### src/rtl/serial_pkg.sv
// serial_pkg: framing constants and FSM encoding shared by the serial transmit and receive paths
package serial_pkg;
   typedef logic [1:0] state_t;
   localparam state_t IDLE = 2'd0;
   localparam state_t SHIFT = 2'd1;
   localparam state_t STOP = 2'd2;
   localparam logic START_BIT = 1'b0;
   localparam logic STOP_BIT = 1'b1;
   localparam logic IDLE_LEVEL = 1'b1;
endpackage

### src/rtl/sipo_shift_reg.sv
// sipo_shift_reg: serial-in parallel-out capture register with selectable bit order
module sipo_shift_reg #(
   parameter int WIDTH = 4,
   parameter bit LSB_FIRST = 0
) (
   input  logic             clk,
   input  logic             clr,
   input  logic             shift_en,
   input  logic             din,
   output logic [WIDTH-1:0] q
);
   always_ff @(posedge clk or posedge clr)
      if (clr) q <= '0;
      else if (shift_en) q <= LSB_FIRST ? {din, q[WIDTH-1:1]} : {q[WIDTH-2:0], din};
endmodule

### src/rtl/serial_word_receiver.sv
// serial_word_receiver: framed serial-to-parallel receiver with valid/ready output and error pulses
module serial_word_receiver
   import serial_pkg::*;
#(
   parameter int WIDTH = 4,
   parameter bit LSB_FIRST = 0
) (
   input  logic             clk,
   input  logic             clr,
   input  logic             serial_in,
   input  logic             out_ready,
   output logic [WIDTH-1:0] parallel_out,
   output logic             out_valid,
   output logic             busy,
   output logic             frame_err,
   output logic             overrun
);
   localparam int CW = $clog2(WIDTH + 1);
   state_t state, state_nx;
   logic [CW-1:0] cnt;
   logic [WIDTH-1:0] word;
   logic shifting, last_bit, in_stop, complete, load;
   assign shifting = state == SHIFT;
   assign last_bit = cnt == CW'(WIDTH - 1);
   assign in_stop = state == STOP;
   assign complete = in_stop && serial_in == STOP_BIT;
   // a finished word may replace the held one only if that one leaves on this same edge
   assign load = complete && (!out_valid || out_ready);
   assign busy = state != IDLE;
   always_comb
      state_nx = state == IDLE ? (serial_in == START_BIT ? SHIFT : IDLE)
               : shifting ? (last_bit ? STOP : SHIFT) : IDLE;
   sipo_shift_reg #(.WIDTH(WIDTH), .LSB_FIRST(LSB_FIRST)) u_sipo (
      .clk(clk),
      .clr(clr),
      .shift_en(shifting),
      .din(serial_in),
      .q(word)
   );
   always_ff @(posedge clk or posedge clr)
      if (clr) begin
         state <= IDLE;
         cnt <= '0;
         parallel_out <= '0;
         out_valid <= 1'b0;
         frame_err <= 1'b0;
         overrun <= 1'b0;
      end else begin
         state <= state_nx;
         cnt <= shifting ? cnt + 1'b1 : '0;
         if (load) parallel_out <= word;
         out_valid <= load || (out_valid && !out_ready);
         frame_err <= in_stop && serial_in != STOP_BIT;
         overrun <= complete && !load;
      end
endmodule

### config.mk
export PLATFORM = sky130hd
export DESIGN_NAME = serial_word_receiver
export DESIGN_NICKNAME = d
export VERILOG_FILES = /design/src/rtl/serial_pkg.sv /design/src/rtl/sipo_shift_reg.sv /design/src/rtl/serial_word_receiver.sv
export SDC_FILE = /design/constraint.sdc
export NUM_CORES = 1
export LEC_CHECK = 0
export ABC_AREA = 1
export CELL_PAD_IN_SITES_DETAIL_PLACEMENT = 1
export CELL_PAD_IN_SITES_GLOBAL_PLACEMENT = 1
export CORE_MARGIN = 2
export CORE_UTILIZATION = 35
export DETAILED_ROUTE_END_ITERATION = 6
export PLACE_DENSITY_LB_ADDON = 0.1
export SETUP_SLACK_MARGIN = 0.05
export SLEW_MARGIN = 20
export SYNTH_ARGS = -nofsm -noshare
export SYNTH_HDL_FRONTEND = slang
export SYNTH_SLANG_ARGS = --single-unit
### constraint.sdc
create_clock -name clk -period 3.31 [get_ports clk]
set_clock_uncertainty 0.15 [all_clocks]
set_input_delay 0.662 -clock clk [delete_from_list [all_inputs] [get_ports clk]]
set_output_delay 0.662 -clock clk [all_outputs]
set_load 0.1 [all_outputs]
==> results.md, run 1 <==
* Worst Setup Path Type: flip-flop to primary output
* Gpl congestion at 0.748
* Setup violations, final at 0
* DIE AREA at 2220 sq um
* Initial antenna violation count at 0
* Syn nets at 69
* Seq/Total Area, Yosys at 61.7%
* Reg2Reg Depth at 4
* Top delay family on crit path: flip-flops
* Worst r2r src: state[1]
* Largest net degree at the start of global routing at 17
* Worst setup path end: busy
* Tot GR Track Use at 13.6%
* Slowest Stage Delay on Critical Path at 0.48 ns
* Worst r2r dst: u_sipo.q[1]
* Final period util at 65.9%
* Core box area at 1730 sq um
* Place WS at 1.38 ns
* Clock Sinks at 16
* DRC violations left at 0
* Antenna Nets Post-Route at 0
* Status: finished clean
* Die X at 47.1 um
* Final hold vios at 0
* Slowest cell on crit path: dfrtp_1
* Avg Cell Area, Syn at 10.3 sq um
* Worst-path clk slew at 0.10 ns
* Worst path buffer plus inverter count at 1
* Simple-Gate Fraction of Synth Area at 23.3%
* Area Growth Syn to Fin at 21.8%
* Fin Hold WS at 0.290 ns
* Number of cells on the critical path at 2
* Die Y at 47.1 um
* CP Data Required Time at 2.50 ns
* Unrepaired setup endpoints after global routing: no
* GRT overflow at 0
* CTS tree: yes
* Htree depth at 1
* Maximum clock insertion buffer count at 2
* Hold_buf cts at 0
* Max FO, Critical Path at 6
* Area leader, netlist: dfrtp_1
* Initial DRC count at 4
* I/O Buffers at 11
* Layout cells sized above 1 at 23.7%
* ANT cells at 0
* Initial DRT Pass Iterations at 3
* Final min period at 2.18 ns
* Vias/cell at 4.50
* Main combinational cell family by area after synthesis: simple AND/OR/NAND/NOR gates
* Clock buffer count from CTS at 3
* First-pass GRT wire length at 1.97 mm
* Netlist cell types at 16
* R2R setup slack at 2.09 ns
* Xor and xnor fraction of the mapped netlist area at 0%
* Synth top area cells: dfrtp_1 (62%), nand2_1 (9.2%), inv_1 (4.0%), ha_1 (3.9%), nand4_1 (3.9%)
* Detailed Route WL at 1.13 mm
* Worst-Skew Late Latency at 0.29 ns
* Actual slew at the worst max-slew pin at 0.620 ns
* F_max at 458 MHz
* Setup crit end kind: primary output
* Complex-gate fraction of the synthesized area at 4.62%
* Count of warnings emitted by yosys at 0
* Startpoint types: flip-flop
* Worst-path cell chain: or2_2 -> buf_4
* Synth Instances at 63
* Number of cell rows at 15
* Routed WL per cell at 11.2 um
* CTS resizes at 0
* Slew HR at 58.6%
* DPL Wire Length at 780 um
* Clock Root Buffer: clkbuf_4
* Worst hold path type: flip-flop to flip-flop
* Synth top area share at 61.7%
* Post-CTS Setup Bufs at 0
* I/O pins at 12
* Mux contribution to synthesized area at 0%
* Max-slew violations at 0
* Total number of vias at 454
* Synth Register Bits at 16
* Final TNS setup at 0 ns
* Post-Synth Adder-Cell Area at 3.85%
* Mapped Area at 649 sq um
* Initial Util at 37.6%
* CP startpoint: state[0]
* Final #Nets at 83
* Critical path arrival at 1.37 ns
* Max cap viols at 0
* Final setup margin at 1.13 ns
* Vias in the first global route at 427
[cell usage after synthesis]
cell	count
a21oi_2	1
buf_2	1
buf_6	1
dfrtp_1	16
ha_1	2
inv_1	7
nand2_1	16
nand2_2	1
nand3_1	3
nand4_1	4
nor2_1	6
nor2_4	1
nor3_1	1
o21ai_2	1
o22ai_2	1
or2_2	1
[how the worst min path moves through the flow]
stage          startpoint     end  slack (ns)  cells after the start
2_1_floorplan      cnt[0]  cnt[0]        0.26                      1
3_3_place_gp       cnt[0]  cnt[0]        0.28                      1
3_5_place_dp       cnt[0]  cnt[0]        0.28                      1
4_1_cts            cnt[0]  cnt[0]        0.29                      1
5_1_grt            cnt[0]  cnt[0]        0.32                      1
6_report           cnt[0]  cnt[0]        0.29                      1
[routing by layer]
metal  up-vias  wire [um]  track usage, %
li1        229          -               -
met1       210        511            16.4
met2        10        530            20.0
met3         5         51            4.62
met4         0         36            10.0
met5         -          0               0
[registers in the layout, summed over array words and instances (netlist names)]
name and count:
cnt 3, frame_err 1, u_sipo.q 4, state 2, out_valid 1, parallel_out 4, overrun 1
[layout by cell type (no fill, tap or decap)]
master,instances
nand2_1,16
dfrtp_1,16
buf_4,8
inv_1,7
nor2_1,6
nand4_1,4
nand3_1,3
clkbuf_4,3
clkdlybuf4s50_1,3
ha_1,2
nand2_2,1
a21oi_2,1
o21ai_2,1
nor2_4,1
or2_2,1
o22ai_2,1
nor3_1,1
clkbuf_8,1
[metrics by stage]
| step | cell area (sq um) | instances | utilization [%] |
|---|---|---|---|
| 2_1_floorplan | 649 | 63 | - |
| 3_3_place_gp | 754 | 97 | 43.7 |
| 3_5_place_dp | 754 | 97 | 43.7 |
| 4_1_cts | 791 | 101 | 45.8 |
| 5_1_grt | 791 | 101 | 45.8 |
| 6_report | 791 | 101 | 45.8 |
[final cells by class]
| cell class | instances | area [sq um] |
|---|---|---|
| multi-input cells | 38 | 206 |
| flip-flops and latches | 16 | 400 |
| clock buffers | 4 | 36.3 |
| inverters | 7 | 26.3 |
| fillers | 198 | 936 |
| repair buffers | 11 | 90.1 |
| well taps | 25 | 31.3 |
[logic make-up (layout without fill, tap and decap cells)]
| logic type | after synthesis | count (layout) |
|---|---|---|
| simple gates | 33 | 33 |
| fa+ha+maj | 2 | 2 |
| buf+inv | 9 | 22 |
| compound gates | 3 | 3 |
| flops | 16 | 16 |
Power of run 1 is left out: the tool's default activity adds up to more than one toggle a clock period on the data nets, which glitch-free logic cannot reach.
==> run 2: changes to the inputs <==
==> constraint.sdc (replaced) <==
create_clock -name clk -period 2.17 [get_ports clk]
set_clock_uncertainty 0.15 [all_clocks]
set_input_delay 0.434 -clock clk [delete_from_list [all_inputs] [get_ports clk]]
set_output_delay 0.434 -clock clk [all_outputs]
set_load 0.1 [all_outputs]
==> run 2 against run 1 <==
Compared with the run above:
- core utilization fell by 0.073 points
- highest routed layer unchanged
- non-clock buffer count did not move
- critical path type unchanged
- global-route usage fell by 0.86 points
==> results.md, run 2 (synthesized netlist as in run 1, its figures left out) <==
* Status: finished clean
* Setup violations, final at 0 (unchanged)
* Final #Nets at 83 (unchanged)
* Post-CTS Setup Bufs at 0 (unchanged)
* Layout cells sized above 1 at 22.7% (-1.0 points)
* Maximum clock insertion buffer count at 2 (unchanged)
* Worst-path cell chain: or2_2 -> buf_12
* Die Y at 47.1 um (unchanged)
* Worst hold path type: flip-flop to flip-flop
* CP Data Required Time at 1.59 ns (-0.91 ns)
* Slowest cell on crit path: dfrtp_1
* Clock Root Buffer: clkbuf_4
* Slew HR at 59.2% (+0.58 points)
* Max-slew violations at 0 (unchanged)
* CTS resizes at 0 (unchanged)
* Initial Util at 37.6% (unchanged)
* Initial DRC count at 9 (+5)
* Highest-count cells in the layout ignoring fill and taps: nand2_1 (16), dfrtp_1 (16), inv_1 (7), buf_4 (7), nor2_1 (6)
* Die X at 47.1 um (unchanged)
* Max FO, Critical Path at 6 (unchanged)
* Hold_sp: cnt[0]
* Area Growth Syn to Fin at 21.6%
* Final period util at 86.6%
* I/O pins at 12 (unchanged)
* Final min period at 1.88 ns
* CTS tree: yes
* DPL Wire Length at 798 um (+2.4%)
* Actual slew at the worst max-slew pin at 0.612 ns (-0.00864 ns)
* Core box area at 1730 sq um (unchanged)
* Number of cell rows at 15 (unchanged)
* Largest net degree at the start of global routing at 17 (unchanged)
* Final TNS setup at 0 ns (unchanged)
* I/O Buffers at 11 (unchanged)
* Routed WL per cell at 11.1 um (-1.1%)
* Vias/cell at 4.42 (-1.7%)
* F_max at 532 MHz
* Max cap viols at 0 (unchanged)
* Gpl congestion at 0.767 (+2.6%)
* Total number of vias at 442 (-2.6%)
* Vias in the first global route at 413 (-3.3%)
* Worst Setup Path Type: flip-flop to primary output
* Htree depth at 1 (unchanged)
* Worst-path clk slew at 0.08 ns (-0.02 ns)
* Slowest Stage Delay on Critical Path at 0.47 ns (about the same)
* Initial DRT Pass Iterations at 4 (+1)
* Final hold vios at 0 (unchanged)
* Worst-Skew Late Latency at 0.28 ns (about the same)
* CP startpoint: state[0]
* Critical path arrival at 1.30 ns (-0.07 ns)
* Initial antenna violation count at 0 (unchanged)
* Hold_buf cts at 0 (unchanged)
* Largest registers: parallel_out x4, u_sipo.q x4, cnt x3
* Startpoint types: flip-flop
* First-pass GRT wire length at 1.85 mm (-6.0%)
* Detailed Route WL at 1.11 mm (-2.1%)
* Tot GR Track Use at 12.7% (-0.86 points)
* ANT cells at 0 (unchanged)
* Worst r2r src: state[1]
* Antenna Nets Post-Route at 0 (unchanged)
* Unrepaired setup endpoints after global routing: no
* Setup crit end kind: primary output
* Clock buffer count from CTS at 3 (unchanged)
* Clock Sinks at 16 (unchanged)
* GRT overflow at 0 (unchanged)
* DIE AREA at 2220 sq um (unchanged)
* DRC violations left at 0 (unchanged)
## run 2: worst max-delay path, delay by kind of cell (launching register included)
family	cells	cell delay, ns
buffers and inverters	1	0.18
DFF	1	0.47
and+or+nand+nor	1	0.37
## run 2: layer usage
metal	vias up	track usage (%)	part of all wire, %
met5	-	0	0
met4	0	6.67	1.3
met3	2	4.62	4.5
met2	9	17.8	47
met1	207	17.1	47
li1	224	-	-
## run 2: path summary, 6_finish.rpt
kind                                    end  slack [ns]  depth (start not counted)
worst max-delay path                   busy        0.29                          2
worst min-delay path                 cnt[0]        0.29                          1
worst max register to register  u_sipo.q[1]        0.95                          4
worst min register to register       cnt[0]        0.29                          1
max in group asynchronous            cnt[0]        1.11                          2
min in group asynchronous         out_valid        0.37                          2
## run 2: area by class of cell
cell class	instances	area [sq um]
Fill cell	203	937
Multi-Input combinational cell	38	206
Clock buffer	3	22.5
Sequential cell	16	400
Timing Repair Buffer	11	103
Inverter	7	26.3
Tap cell	25	31.3
## run 2: per-stage QoR
| step | instance area (sq um) | worst slack [ns] | hold WS, ns | cells | utilization, % |
|---|---|---|---|---|---|
| 6_report | 790 | 0.291 | 0.295 | 100 | 45.7 |
| 5_1_grt | 790 | 0.243 | 0.303 | 100 | 45.7 |
| 4_1_cts | 790 | 0.275 | 0.302 | 100 | 45.7 |
| 3_5_place_dp | 767 | 0.439 | 0.289 | 97 | 44.4 |
| 3_3_place_gp | 767 | 0.474 | 0.282 | 97 | 44.4 |
| 2_1_floorplan | 649 | 0.433 | 0.198 | 63 | - |
Power of run 2 is left out for the same reason.
